### src/rtl/mult_share_arbiter.sv
// Round-robin arbiter sharing one 32x32 multiplier among N_REQ requesters,
// with start/busy sequencing, product return and a sticky busy watchdog.
module mult_share_arbiter #(
  parameter int unsigned N_REQ   = 4,
  parameter int unsigned TIMEOUT = 64
) (
  input  logic                                     clk,
  input  logic                                     reset,
  input  logic [N_REQ-1:0]                         req,
  input  logic [32*N_REQ-1:0]                      req_a,
  input  logic [32*N_REQ-1:0]                      req_b,
  output logic [N_REQ-1:0]                         done,
  output logic [63:0]                              res_product,
  output logic [((N_REQ > 1) ? $clog2(N_REQ) : 1)-1:0] gnt_id,
  output logic                                     arb_busy,
  output logic                                     err,
  output logic                                     mult_start,
  output logic [31:0]                              mult_a,
  output logic [31:0]                              mult_b,
  input  logic                                     mult_busy,
  input  logic [63:0]                              mult_product
);

  localparam int unsigned ID_W  = (N_REQ > 1) ? $clog2(N_REQ) : 1;
  localparam int unsigned CNT_W = $clog2(TIMEOUT + 1);

  typedef enum logic [2:0] {IDLE, START, WAIT_BUSY, WAIT_DONE, RESP} state_t;

  state_t            state, state_d;
  logic [ID_W-1:0]   rr_ptr, rr_ptr_d;
  logic [CNT_W-1:0]  cnt, cnt_d;
  logic [N_REQ-1:0]  done_d;
  logic [63:0]       res_d;
  logic [ID_W-1:0]   gnt_d;
  logic              arb_busy_d, err_d, start_d;
  logic [31:0]       a_d, b_d;

  logic [31:0]       a_arr [N_REQ];
  logic [31:0]       b_arr [N_REQ];
  logic              found;
  logic [ID_W-1:0]   pick_id;
  logic [ID_W-1:0]   idx;

  for (genvar g = 0; g < N_REQ; g++) begin : g_unpack
    assign a_arr[g] = req_a[32*g +: 32];
    assign b_arr[g] = req_b[32*g +: 32];
  end

  // First requesting index at or after rr_ptr, wrapping
  always_comb begin
    found   = 1'b0;
    pick_id = '0;
    idx     = '0;
    for (int i = 0; i < N_REQ; i++) begin
      idx = ID_W'((int'(rr_ptr) + i) % N_REQ);
      if (!found && req[idx]) begin
        found   = 1'b1;
        pick_id = idx;
      end
    end
  end

  always_comb begin
    state_d    = state;
    rr_ptr_d   = rr_ptr;
    cnt_d      = cnt;
    done_d     = '0;
    res_d      = res_product;
    gnt_d      = gnt_id;
    arb_busy_d = arb_busy;
    err_d      = err;
    start_d    = 1'b0;
    a_d        = mult_a;
    b_d        = mult_b;
    case (state)
      IDLE: begin
        if (found) begin
          a_d        = a_arr[pick_id];
          b_d        = b_arr[pick_id];
          gnt_d      = pick_id;
          arb_busy_d = 1'b1;
          start_d    = 1'b1;
          state_d    = START;
        end
      end
      START: begin
        cnt_d   = '0;
        state_d = WAIT_BUSY;
      end
      WAIT_BUSY: begin
        if (mult_busy) begin
          cnt_d   = '0;
          state_d = WAIT_DONE;
        end else if (cnt == CNT_W'(1)) begin
          // Multiplier never acknowledged the start
          err_d   = 1'b1;
          res_d   = mult_product;
          done_d  = N_REQ'(1) << gnt_id;
          state_d = RESP;
        end else begin
          cnt_d = cnt + CNT_W'(1);
        end
      end
      WAIT_DONE: begin
        if (!mult_busy) begin
          res_d   = mult_product;
          done_d  = N_REQ'(1) << gnt_id;
          state_d = RESP;
        end else if (cnt == CNT_W'(TIMEOUT - 1)) begin
          err_d   = 1'b1;
          res_d   = mult_product;
          done_d  = N_REQ'(1) << gnt_id;
          state_d = RESP;
        end else begin
          cnt_d = cnt + CNT_W'(1);
        end
      end
      RESP: begin
        arb_busy_d = 1'b0;
        rr_ptr_d   = (gnt_id == ID_W'(N_REQ - 1)) ? '0 : gnt_id + ID_W'(1);
        state_d    = IDLE;
      end
      default: state_d = IDLE;
    endcase
  end

  always_ff @(posedge clk) begin
    if (reset) begin
      state       <= IDLE;
      rr_ptr      <= '0;
      cnt         <= '0;
      done        <= '0;
      res_product <= '0;
      gnt_id      <= '0;
      arb_busy    <= 1'b0;
      err         <= 1'b0;
      mult_start  <= 1'b0;
      mult_a      <= '0;
      mult_b      <= '0;
    end else begin
      state       <= state_d;
      rr_ptr      <= rr_ptr_d;
      cnt         <= cnt_d;
      done        <= done_d;
      res_product <= res_d;
      gnt_id      <= gnt_d;
      arb_busy    <= arb_busy_d;
      err         <= err_d;
      mult_start  <= start_d;
      mult_a      <= a_d;
      mult_b      <= b_d;
    end
  end

endmodule

### config.mk
export PLATFORM = sky130hd
export DESIGN_NAME = mult_share_arbiter
export DESIGN_NICKNAME = d
export VERILOG_FILES = /design/src/rtl/mult_share_arbiter.sv
export SDC_FILE = /design/constraint.sdc
export NUM_CORES = 1
export LEC_CHECK = 0
export ABC_AREA = 1
export ABC_CLOCK_PERIOD_IN_PS = 3500
export CAP_MARGIN = 5
export CORE_AREA = 2 2 179 181
export CTS_BUF_LIST = sky130_fd_sc_hd__clkbuf_4 sky130_fd_sc_hd__clkbuf_8 sky130_fd_sc_hd__clkbuf_16
export CTS_CLUSTER_DIAMETER = 100
export CTS_CLUSTER_SIZE = 12
export DETAILED_ROUTE_END_ITERATION = 8
export DIE_AREA = 0 0 181 183
export SETUP_SLACK_MARGIN = 0.15
export SYNTH_ARGS = -nofsm -noshare
export SYNTH_HDL_FRONTEND = slang
export SYNTH_SLANG_ARGS = --single-unit
export TNS_END_PERCENT = 20
### constraint.sdc
create_clock -name clk -period 3.5 [get_ports clk]
set_input_delay 0.875 -clock clk [delete_from_list [all_inputs] [get_ports clk]]
set_output_delay 0.875 -clock clk [all_outputs]
set_load 0.05 [all_outputs]
==> metrics.txt, run 1 <==
drt first pass iters 5; WL met2 17500 um; fraction of registers with async set or reset after synthesis 0; die area 33100 um^2; chip width 181 um; max-capacitance violation count 0; postcts setup bufs 0; cts hold-fix bufs 0; Gate Count Post-Synth 1400; CTS H-tree lvls 4; Sw Share 0.495; final WL 36300 um; gp weighted congestion 0.874; wl on met1 13900 um; worst hold path type reg2reg; maximum fanout along the worst path 38; synthesized area per cell 6.09 um^2; register area share after synthesis 0.350; TritonCTS Buffers 17; Internal 0.00509 W; # port buffers 463; clk_skew 13.9 ps; Mapped Area 8520 um^2; R2R Setup Slk 1140 ps; leak pwr 6.31 nW; GRT Util Overall 0.213; layout cell share with drive strength beyond 1 0.0428; Vias/cell 4.59; RSZ-0062 raised after global routing false; synth warn 0; reg-to-reg endpoint mult_b[17]; critical path arrival 3010 ps; gr ovfl total 0; clk_lat worst skew 430 ps; max layer used met5; dominant synthesized flop cell dfxtp_1; flops & latches, synth 149; Starting Density 0.273; FMAX 380 MHz; routed via count 10246; global-route wire length before repair 54900 um; Starting DRT DRC Count 423; status complete, no violations; Post-synth EDFFs 0; Post-Synthesis Net Count 1733; final setup violation count 0; Final nets 2144; critical path launch point type input pin; vias in the first global route 9705; # DRC 0; minimum clock period after layout 2630 ps; most common cell after layout, fill and taps aside nand2_1; Max Root-Sink Buffers 2; wire per inst 16.3 um; setup TNS 0 ps; Row Count 65; Vert. Die Dim 183 um; Final Hold Fails 0; slew at the pin closest to its max-slew limit 735 ps; I/O Pins 464; initial antenna violation count 7; largest net degree at the start of global routing 93; Clock Power Share 0.179; relative slew slack 0.508; clk sinks 149; Core Area 31200 um^2; final max-slew violation count 0; hold wc startpoint res_product[19]; commonest cells after routing, fill and taps aside nand2_1, clkdlybuf4s50_1, inv_1, dfxtp_1, nand3_1; Seq pwr share 0.242; Layout fillers 3210; CTS resizes 0; Critical Path End Type flop; Multi-input gate area 4360 um^2; Worst Hold Path Cells 2; pwr/cell area 720 nW/um^2; Net Switching 0.00499 W; final design utilization 0.449; Crit path required time 3880 ps; Comb pwr share 0.579; synth unique cells 34; TritonCTS clock tree yes; kind of critical path in2reg; Reg clk slew, reported paths 70 ps; Hold EP res_product[19]; synthesis-to-finish area growth 64.3%; final period utilization 0.751; R2R depth 15; Antenna Violating Nets Remaining 0; Seq. cell area 2980 um^2; Reg2Reg Launch Point rr_ptr[0]; HPWL Detailed 27500 um; root buf cell clkbuf_16; peak supply drop 0.381 mV; metal3 WL 3900 um
## state kept, by name, summed over array words and instances (netlist names)
name and flops:
mult_b 32, rr_ptr 2, state 3, done 4, cnt 7, res_product 64
arb_busy 1, mult_start 1, gnt_id 2, err 1, mult_a 32
## worst max path at each step
| stage | from | end | slack [ps] | cells past startpoint |
|---|---|---|---|---|
| after floorplan | req[3] | mult_b[11] | 1220 | 15 |
| after global placement | req[3] | mult_b[11] | 490 | 14 |
| after global routing | req[1] | mult_b[17] | 630 | 15 |
| after detailed placement | req[3] | mult_b[17] | 460 | 15 |
| final | req[1] | mult_b[17] | 870 | 15 |
| after CTS | mult_b[9] | mult_b[9] | 830 | 1 |
## critical path: stages
cell and delay, ps:
clkdlybuf4s50_1 420, inv_1 80, nand2_1 70, nand3_1 130, nand2_1 120, inv_1 130
nand2_1 80, nand2_2 100, buf_4 400, nand4_1 220, nand2_1 130, nand2_1 50
nand2_1 70, nand2_1 50, nand2_1 70
## area by class of cell
class | count | area share
Multi-Input combinational cell | 974 | 0.311
Clock buffer | 19 | 0.0323
Sequential cell | 149 | 0.213
Inverter | 185 | 0.0499
Timing Repair Buffer | 484 | 0.349
Clock inverter | 13 | 0.00813
Antenna cell | 4 | 0.000715
Tap cell | 402 | 0.0359
## kinds of logic after synthesis
logic type,after synthesis,share of synthesized area
and+or+nand+nor,777,0.387
buffers and inverters,277,0.140
adders and majority gates,6,0.00881
xor gates and xnor gates,2,0.00206
DFF,149,0.350
AOI/OAI and AO/OA,189,0.113
## cell usage after synthesis (4+ instances only)
cell type / n / area share
a21oi_1: 75 / 0.044
buf_1: 4 / 0.0018
buf_2: 20 / 0.012
buf_4: 8 / 0.0070
buf_6: 12 / 0.016
clkbuf_1: 46 / 0.020
dfxtp_1: 149 / 0.35
ha_1: 6 / 0.0088
inv_1: 178 / 0.078
inv_2: 5 / 0.0022
nand2_1: 474 / 0.21
nand2_2: 5 / 0.0037
nand3_1: 122 / 0.072
nand4_1: 56 / 0.041
nor2_1: 102 / 0.045
nor3_1: 6 / 0.0035
o21ai_0: 55 / 0.032
o21ai_1: 54 / 0.032
## routing by layer
metal,up-vias,track usage
li1,5234,-
met1,4577,0.231
met2,384,0.372
met3,47,0.0939
met4,4,0.0748
met5,-,0
## through the flow
stage,hold WS (ps),power (W),area [um^2],std cells,setup WS (ps)
floorplan,438,0.00636,8520,1400,1220
global placement,438,0.00831,13400,2194,489
detailed placement,451,0.00835,13400,2194,461
CTS,461,0.0102,14000,2226,827
global route,481,0.0108,14000,2230,626
finish,460,0.0101,14000,2230,872
## power by group through the flow
| stage | Clock (W) | Sequential [W] | Combinational (W) |
|---|---|---|---|
| global route | 0.00194 | 0.00250 | 0.00637 |
| global placement | 0 | 0.00247 | 0.00585 |
| finish | 0.00180 | 0.00244 | 0.00584 |
| CTS | 0.00187 | 0.00245 | 0.00590 |
| detailed placement | 0 | 0.00247 | 0.00587 |
| floorplan | 0 | 0.00396 | 0.00240 |
No activity file was read; power rests on OpenSTA's default activity.
==> inputs of run 2 (changes only) <==
- ABC_CLOCK_PERIOD_IN_PS: 3500 -> 2600
- clock period: 3.5 -> 2.6 ns (I/O delays scaled with it)
==> run 2 against run 1 <==
Effect of this change:
- utilization grew 1.1 points
- global-route usage grew 0.36 points
- count of clock-buffer cells in the layout is the same
- sequential power grew 35%
- wire length grew 1.3%
==> metrics.txt, run 2 (same netlist as run 1, synthesis figures left out) <==
Crit path required time 1950 ps (-1930 ps); Critical Path End Type output pin; most common cell after layout, fill and taps aside nand2_1; largest net degree at the start of global routing 93 (unchanged); Starting DRT DRC Count 429 (+1.4%); setup TNS 0 ps (unchanged); worst hold path type reg2reg; Final Cell Area 14400 um^2 (+2.5%); final WL 36700 um (+1.3%); fin worst setup slack 200 ps (-672 ps); layout cell share with drive strength beyond 1 0.0620 (+0.0192); Place WS -161 ps (-622 ps); status complete, no violations; GRT met1 Usage 0.236 (+0.00559); gp weighted congestion 0.868 (-0.74%); Cell Chain, Critical Path clkdlybuf4s50_1; final max-slew violation count 0 (unchanged); Antenna Violating Nets Remaining 0 (unchanged); die area 33100 um^2 (unchanged); initial antenna violation count 9 (+2); Max Root-Sink Buffers 2 (unchanged); HPWL Detailed 28400 um (+3.3%); Row Count 65 (unchanged); max-capacitance violation count 0 (unchanged); max FFs per register 64 (unchanged); global-route wire length before repair 55500 um (+1.2%); critical path launch point type flop; I/O Pins 464 (unchanged); gr ovfl total 0 (unchanged); chip width 181 um (unchanged); # port buffers 463 (unchanged); vias in the first global route 9942 (+2.4%); minimum clock period after layout 2400 ps; met2 GRT Util 0.380 (+0.00892); Layout fillers 3265 (+1.7%); hold slack 459 ps (-0.422 ps); placed inst area 13700 um^2 (+2.3%); R2R Setup Slk 440 ps (-700 ps); CP delay by family, top buffers and inverters; Final Hold Fails 0 (unchanged); peak supply drop 0.521 mV (+37%); CTS H-tree lvls 4 (unchanged); Starting Density 0.273 (unchanged); slew at the pin closest to its max-slew limit 1020 ps (+288 ps); Core Area 31200 um^2 (unchanged); wire per inst 16.2 um (-0.21%); clk_skew 12.1 ps (-1.79 ps); Reg clk slew, reported paths 70 ps (about the same); relative slew slack 0.318 (-0.190); slowest stage delay, CP 870 ps (+450 ps); critical path arrival 1750 ps (-1260 ps); TritonCTS Buffers 17 (unchanged); leak pwr 6.51 nW (+3.1%); GRT Max-Usage Layer met2; kind of critical path reg2out; clk_lat worst skew 440 ps (about the same); Slowest-stage cell, CP clkdlybuf4s50_1; drt first pass iters 5 (unchanged); maximum fanout along the worst path 5 (-87%); GR Layer Usage met3 0.0850 (-0.00894); postcts setup bufs 0 (unchanged); # DRC 0 (unchanged); Largest Register res_product; Worst Path Buf+Inv 1 (-3); GRT Util Overall 0.217 (+0.00359); commonest cells after routing, fill and taps aside nand2_1, clkdlybuf4s50_1, inv_1, dfxtp_1, nand3_1; routed via count 10379 (+1.3%); root buf cell clkbuf_16; final design utilization 0.460 (+0.0111); clk sinks 149 (unchanged); Vert. Die Dim 183 um (unchanged); final period utilization 0.923; RSZ-0062 raised after global routing true; TritonCTS clock tree yes; Final nets 2176 (+1.5%); pwr/cell area 980 nW/um^2 (+36%); Regs by FF count res_product (64), mult_a (32), mult_b (32); Vias/cell 4.59 (-0.18%); synthesis-to-finish area growth 68.4%; FMAX 417 MHz; final setup violation count 0 (unchanged)
run 2: path summary, 6_finish.rpt:
path / from / endpoint / cells after the start
worst min-delay path: err / err / 2
worst min register to register: err / err / 2
worst max-delay path: gnt_id[0] / gnt_id[0] / 1
worst max register to register: rr_ptr[0] / mult_a[26] / 14
run 2: area by class of cell:
type                    instances  area (um^2)  share of cell area
clock buffers                  19          453              0.0315
repair buffers                516         5200               0.362
multi-input cells             974         4360               0.304
diodes                          5         12.5            0.000872
clock inverters                13          139             0.00967
inverters                     185          702              0.0489
well taps                     402          503              0.0350
flip-flops and latches        149         2980               0.208
run 2: report_power, final:
| part | internal [W] | leakage, nW | switching [W] |
|---|---|---|---|
| clock network | 0.00140 | 0.280 | 0.00115 |
| logic | 0.00291 | 5.01 | 0.00530 |
| registers | 0.00293 | 1.22 | 0.000377 |
run 2: through the flow:
step / instances / power [W]
floorplan: 1400 / 0.00856
detailed placement: 2226 / 0.0116
global placement: 2226 / 0.0115
finish: 2263 / 0.0141
global route: 2262 / 0.0151
CTS: 2258 / 0.0142
run 2: timing repair:
item | 4_1_cts | 5_1_grt
gates resized for setup | 0 | 5
setup endpoints to repair | 0 | 61
hold buffers | 0 | 0
run 2: metal layers:
metal  vias up  routed length, um
met5         -                 54
met4         8                951
met3        50               3680
met2       403              18100
met1      4608              14000
li1       5310                  -
==> inputs of run 3 (changes only) <==
- CORE_AREA: 2 2 179 181 -> 2 2 178 180
- DIE_AREA: 0 0 181 183 -> 0 0 180 182
==> run 3 against run 2 <==
Effect of this change:
- sequential power about the same
- hold slack got worse by 2.5 ps
- clock skew increased by 2.2 ps
- final cell count decreased by 0.18%
- critical path depth unchanged
- critical endpoint unchanged
- design area increased by 0.52%
- via count increased by 0.24%
- largest power group unchanged
- clock power decreased by 4%
- wire length decreased by 0.12%
- die area decreased by 1.1%
==> metrics.txt, run 3 (same netlist as run 1, synthesis figures left out) <==
status complete, no violations; # DRC 0 (unchanged); Seq pwr share 0.232 (-0.003); gr ovfl total 0 (unchanged); Crit path required time 1950 ps (about the same); # port buffers 463 (unchanged); clk_skew 14.3 ps (+2.16 ps); final period utilization 0.922 (-0.000999); gp weighted congestion 0.879 (+1.3%); synthesis-to-finish area growth 69.3%; Clock Power Share 0.173 (-0.008); Antenna Violating Nets Remaining 0 (unchanged); Row Count 65 (unchanged); final WL 36700 um (-0.12%); commonest cells after routing, fill and taps aside nand2_1, clkdlybuf4s50_1, inv_1, dfxtp_1, nand3_1; layout cell share with drive strength beyond 1 0.0599 (-0.00206); chip width 180 um (-0.55%); vias in the first global route 10077 (+1.4%); minimum clock period after layout 2400 ps (-2.60 ps); max FFs per register 64 (unchanged); Internal 0.00728 W (+0.58%); TritonCTS clock tree yes; Core Area 31000 um^2 (-0.78%); Worst Path Buf+Inv 1 (unchanged); routed via count 10404 (+0.24%); GRT Util Overall 0.214 (-0.00247); TritonCTS Buffers 17 (unchanged); critical path launch point type flop; die area 32800 um^2 (-1.1%); critical path arrival 1750 ps (about the same); clk sinks 149 (unchanged); initial antenna violation count 5 (-4); Net Switching 0.00685 W (+0.39%); peak supply drop 0.450 mV (-14%); root buf cell clkbuf_16; Max Root-Sink Buffers 2 (unchanged); Final nets 2173 (-0.14%); Cell Chain, Critical Path clkdlybuf4s50_1; Final Cell Area 14400 um^2 (+0.52%); hold slack 457 ps (-2.49 ps); total power 0.0141 W (+0.49%); placed inst area 13700 um^2 (-0.16%); Starting DRT DRC Count 496 (+16%); I/O Pins 464 (unchanged); Vias/cell 4.61 (+0.42%); CTS H-tree lvls 4 (unchanged); final max-slew violation count 0 (unchanged); slew at the pin closest to its max-slew limit 610 ps (-413 ps); worst hold path type reg2reg; drt first pass iters 6 (+1); Comb pwr share 0.596 (+0.012); RSZ-0062 raised after global routing true; FMAX 417 MHz (+0.11%); relative slew slack 0.592 (+0.274); slowest stage delay, CP 870 ps (about the same); Sw Share 0.485 (about the same); kind of critical path reg2out; CP delay by family, top buffers and inverters; Reg clk slew, reported paths 70 ps (about the same); largest net degree at the start of global routing 93 (unchanged); pwr/cell area 980 nW/um^2 (about the same); clk_lat worst skew 430 ps (about the same); leak pwr 6.53 nW (+0.40%); cts hold-fix bufs 0 (unchanged); Largest Register res_product; Slowest-stage cell, CP clkdlybuf4s50_1; Regs by FF count res_product (64), mult_a (32), mult_b (32); Starting Density 0.275 (+0.00215); Critical Path End Type output pin; most common cell after layout, fill and taps aside nand2_1; maximum fanout along the worst path 5 (unchanged); global-route wire length before repair 55500 um (about the same); final setup violation count 0 (unchanged); max-capacitance violation count 0 (unchanged); Final Hold Fails 0 (unchanged); Vert. Die Dim 182 um (-0.55%); HPWL Detailed 27100 um (-4.5%); wire per inst 16.2 um (about the same)
run 3: per-stage QoR:
| stage | std cells | util | TNS, ps | setup WS (ps) |
|---|---|---|---|---|
| global placement | 2216 | 0.443 | -3790 | -178 |
| global route | 2257 | 0.466 | 0 | 133 |
| detailed placement | 2216 | 0.443 | -5190 | -204 |
| CTS | 2248 | 0.461 | 0 | 174 |
| finish | 2259 | 0.466 | 0 | 202 |
| floorplan | 1400 | - | 0 | 542 |
run 3: power groups by stage:
stage / logic, W / registers (W) / clock network [W]
after floorplan: 0.00323 / 0.00533 / 0
after global placement: 0.00821 / 0.00330 / 0
after detailed placement: 0.00823 / 0.00332 / 0
after CTS: 0.00826 / 0.00328 / 0.00251
after global routing: 0.00917 / 0.00335 / 0.00260
final: 0.00842 / 0.00328 / 0.00244
run 3: path summary, 6_finish.rpt:
kind,endpoint,cells after the start,slack (ps),from
setup / recovery,gnt_id[0],1,200,gnt_id[0]
hold / removal,err,2,460,err
setup reg to reg,mult_b[0],14,430,rr_ptr[0]
hold reg to reg,err,2,460,err
run 3: cell type report:
class,count,area (um^2)
flip-flops and latches,149,2980
inverters,185,699
repair buffers,513,5320
clock inverters,13,116
clock buffers,19,447
diodes,4,10.0
well taps,402,503
multi-input cells,974,4360
fillers,3209,16600
run 3: metal layers:
| metal | up-vias | wire (um) | GRT usage |
|---|---|---|---|
| met5 | - | 27 | 0 |
| met4 | 4 | 803 | 0.0598 |
| met3 | 45 | 3230 | 0.0824 |
| met2 | 389 | 18400 | 0.391 |
| met1 | 4679 | 14200 | 0.230 |
| li1 | 5287 | - | - |
run 3: what timing repair did:
| action | 4_1_cts | 5_1_grt |
|---|---|---|
| setup endpoints to repair | 0 | 65 |
| resized for setup | 0 | 2 |
| buffers inserted | 0 | 3 |
==> RTL change, RTL diff (flow settings as in run 2) <==
Change the parameter `N_REQ` from 4 to 2.
--- a/src/rtl/mult_share_arbiter.sv
+++ b/src/rtl/mult_share_arbiter.sv
@@ -1,7 +1,7 @@
 // Round-robin arbiter sharing one 32x32 multiplier among N_REQ requesters,
 // with start/busy sequencing, product return and a sticky busy watchdog.
 module mult_share_arbiter #(
-  parameter int unsigned N_REQ   = 4,
+  parameter int unsigned N_REQ   = 2,
   parameter int unsigned TIMEOUT = 64
 ) (
   input  logic                                     clk,
Ports: changed (5 resized); port bits go from 464 to 331. The function was not compared with the original's and may differ.
==> RTL change against run 2 <==
Via count is 39% lower. Routed wire length fell by 43%. Sequential cell count decreased by 4. Final cell count down 34%. Setup slack better by 51 ps. Power fell by 41%. Design area decreased by 30%. Synthesized area shrank 33%. Global-route usage fell by 9.2 points. Maximum frequency rose by 2.2%. Critical endpoint is now gnt_id. Largest power group unchanged.
==> RTL change: results (changes against run 2) <==
[synthesis]
synth_common_cells=296 x nand2_1, 145 x dfxtp_1, 72 x a21oi_1
synth_cell_type_count=24  ; -29%
synthTopCellsByArea=dfxtp_1 51%, nand2_1 19%, a31oi_1 7.0%
syn_nets=975  ; -44%
ys_ff_latch=145  ; -2.7%

[grt]
met2_usage=0.204  ; -0.177
grt_pass1_wl_mm=32.3  ; -42%
gr-usage-met1=0.139  ; -0.0970
grt_pass1_vias=6067  ; -39%
grt_max_degree=97  ; +4.3%
use_met3=0.0572  ; -0.0278
antenna_found_initial=0  ; -9

[worst_setup_path]
max_stage_delay_ps=860
reg2reg_depth=9  ; -5
r2r_start=cnt[0]
cp.arrival_ps=1700  ; -50 ps
crit_start=gnt_id

[route]
drt_iter0_markers=212  ; -51%
first_pass_iters=4  ; -1
wire_per_inst_um=14.0  ; -14%
vias=6362  ; -39%

[finish]
drive_gt1_frac=0.0581  ; -0.00383
antennaDiodeCount=0  ; -5

[power]
leakage_nw=3.72  ; -43%

[status]
outcome=finished, final reports clean

[placement]
place_congestion=0.778  ; -10%
dp_slack_ps=91.0  ; +252 ps

[cts]
clk_pin_slew_ps=60

[sta]
clock_skew_ps=12.1  ; -0.00710 ps

## RTL change: cell types whose count changed in the layout (fill, tap and decap cells not counted), moves of 7 or more
cell and change:
nand4_1 -52, o21ai_0 +10, nand2_1 -175, nand2_2 -7
buf_12 -7, clkdlybuf4s50_1 -129, o21ai_1 -54, buf_4 -30
nand3_1 -107, a31oi_1 +64, inv_1 -158, nor2_1 -83
## RTL change: layout make-up
class / instances / area, um2
fill: 3298 / 21100
timing repair buffer: 350 / 3540
sequential: 145 / 2900
tap: 402 / 503
multi-input combinational: 549 / 2490
clock buffer: 22 / 482
inverter: 26 / 98.8
clock inverter: 9 / 98.8
## RTL change: metal layers
layer | vias up | share of wire
met5 | - | 0
met4 | 0 | 0.028
met3 | 28 | 0.11
met2 | 307 | 0.45
met1 | 2833 | 0.41
li1 | 3194 | -
## RTL change: final timing paths
check,endpoint,slack [ps]
setup / recovery,gnt_id,250
hold / removal,res_product[25],460
setup reg to reg,res_product[19],700
hold reg to reg,res_product[25],460
## RTL change: logic make-up after synthesis
| logic type | synth area share |
|---|---|
| AO/OA/AOI/OAI | 0.194 |
| adder cells (fa/ha/maj) | 0.00436 |
| buffers and inverters | 0.0607 |
| XOR/XNOR | 0.00153 |
| AND/OR/NAND/NOR | 0.233 |
| flip-flops | 0.506 |
## RTL change: report_power, final
group	internal (W)	total [W]	switching, W
Combinational	0.00110	0.00306	0.00197
Clock	0.00143	0.00247	0.00104
Sequential	0.00257	0.00277	0.000200
## RTL change: stage by stage
stage,util,hold WS [ps],cell area [um2],total power [W],instances
finish,0.324,460,10100,0.00830,1503
detailed placement,0.305,452,9530,0.00589,1472
global route,0.324,486,10100,0.00874,1503
floorplan,-,437,5730,0.00466,776
CTS,0.324,462,10100,0.00843,1503
global placement,0.305,447,9530,0.00588,1472
## RTL change: worst min-delay path, cell delays in order, from the launching register on
cell and delay [ps]:
dfxtp_1 310, nand2_1 60, a21oi_1 50
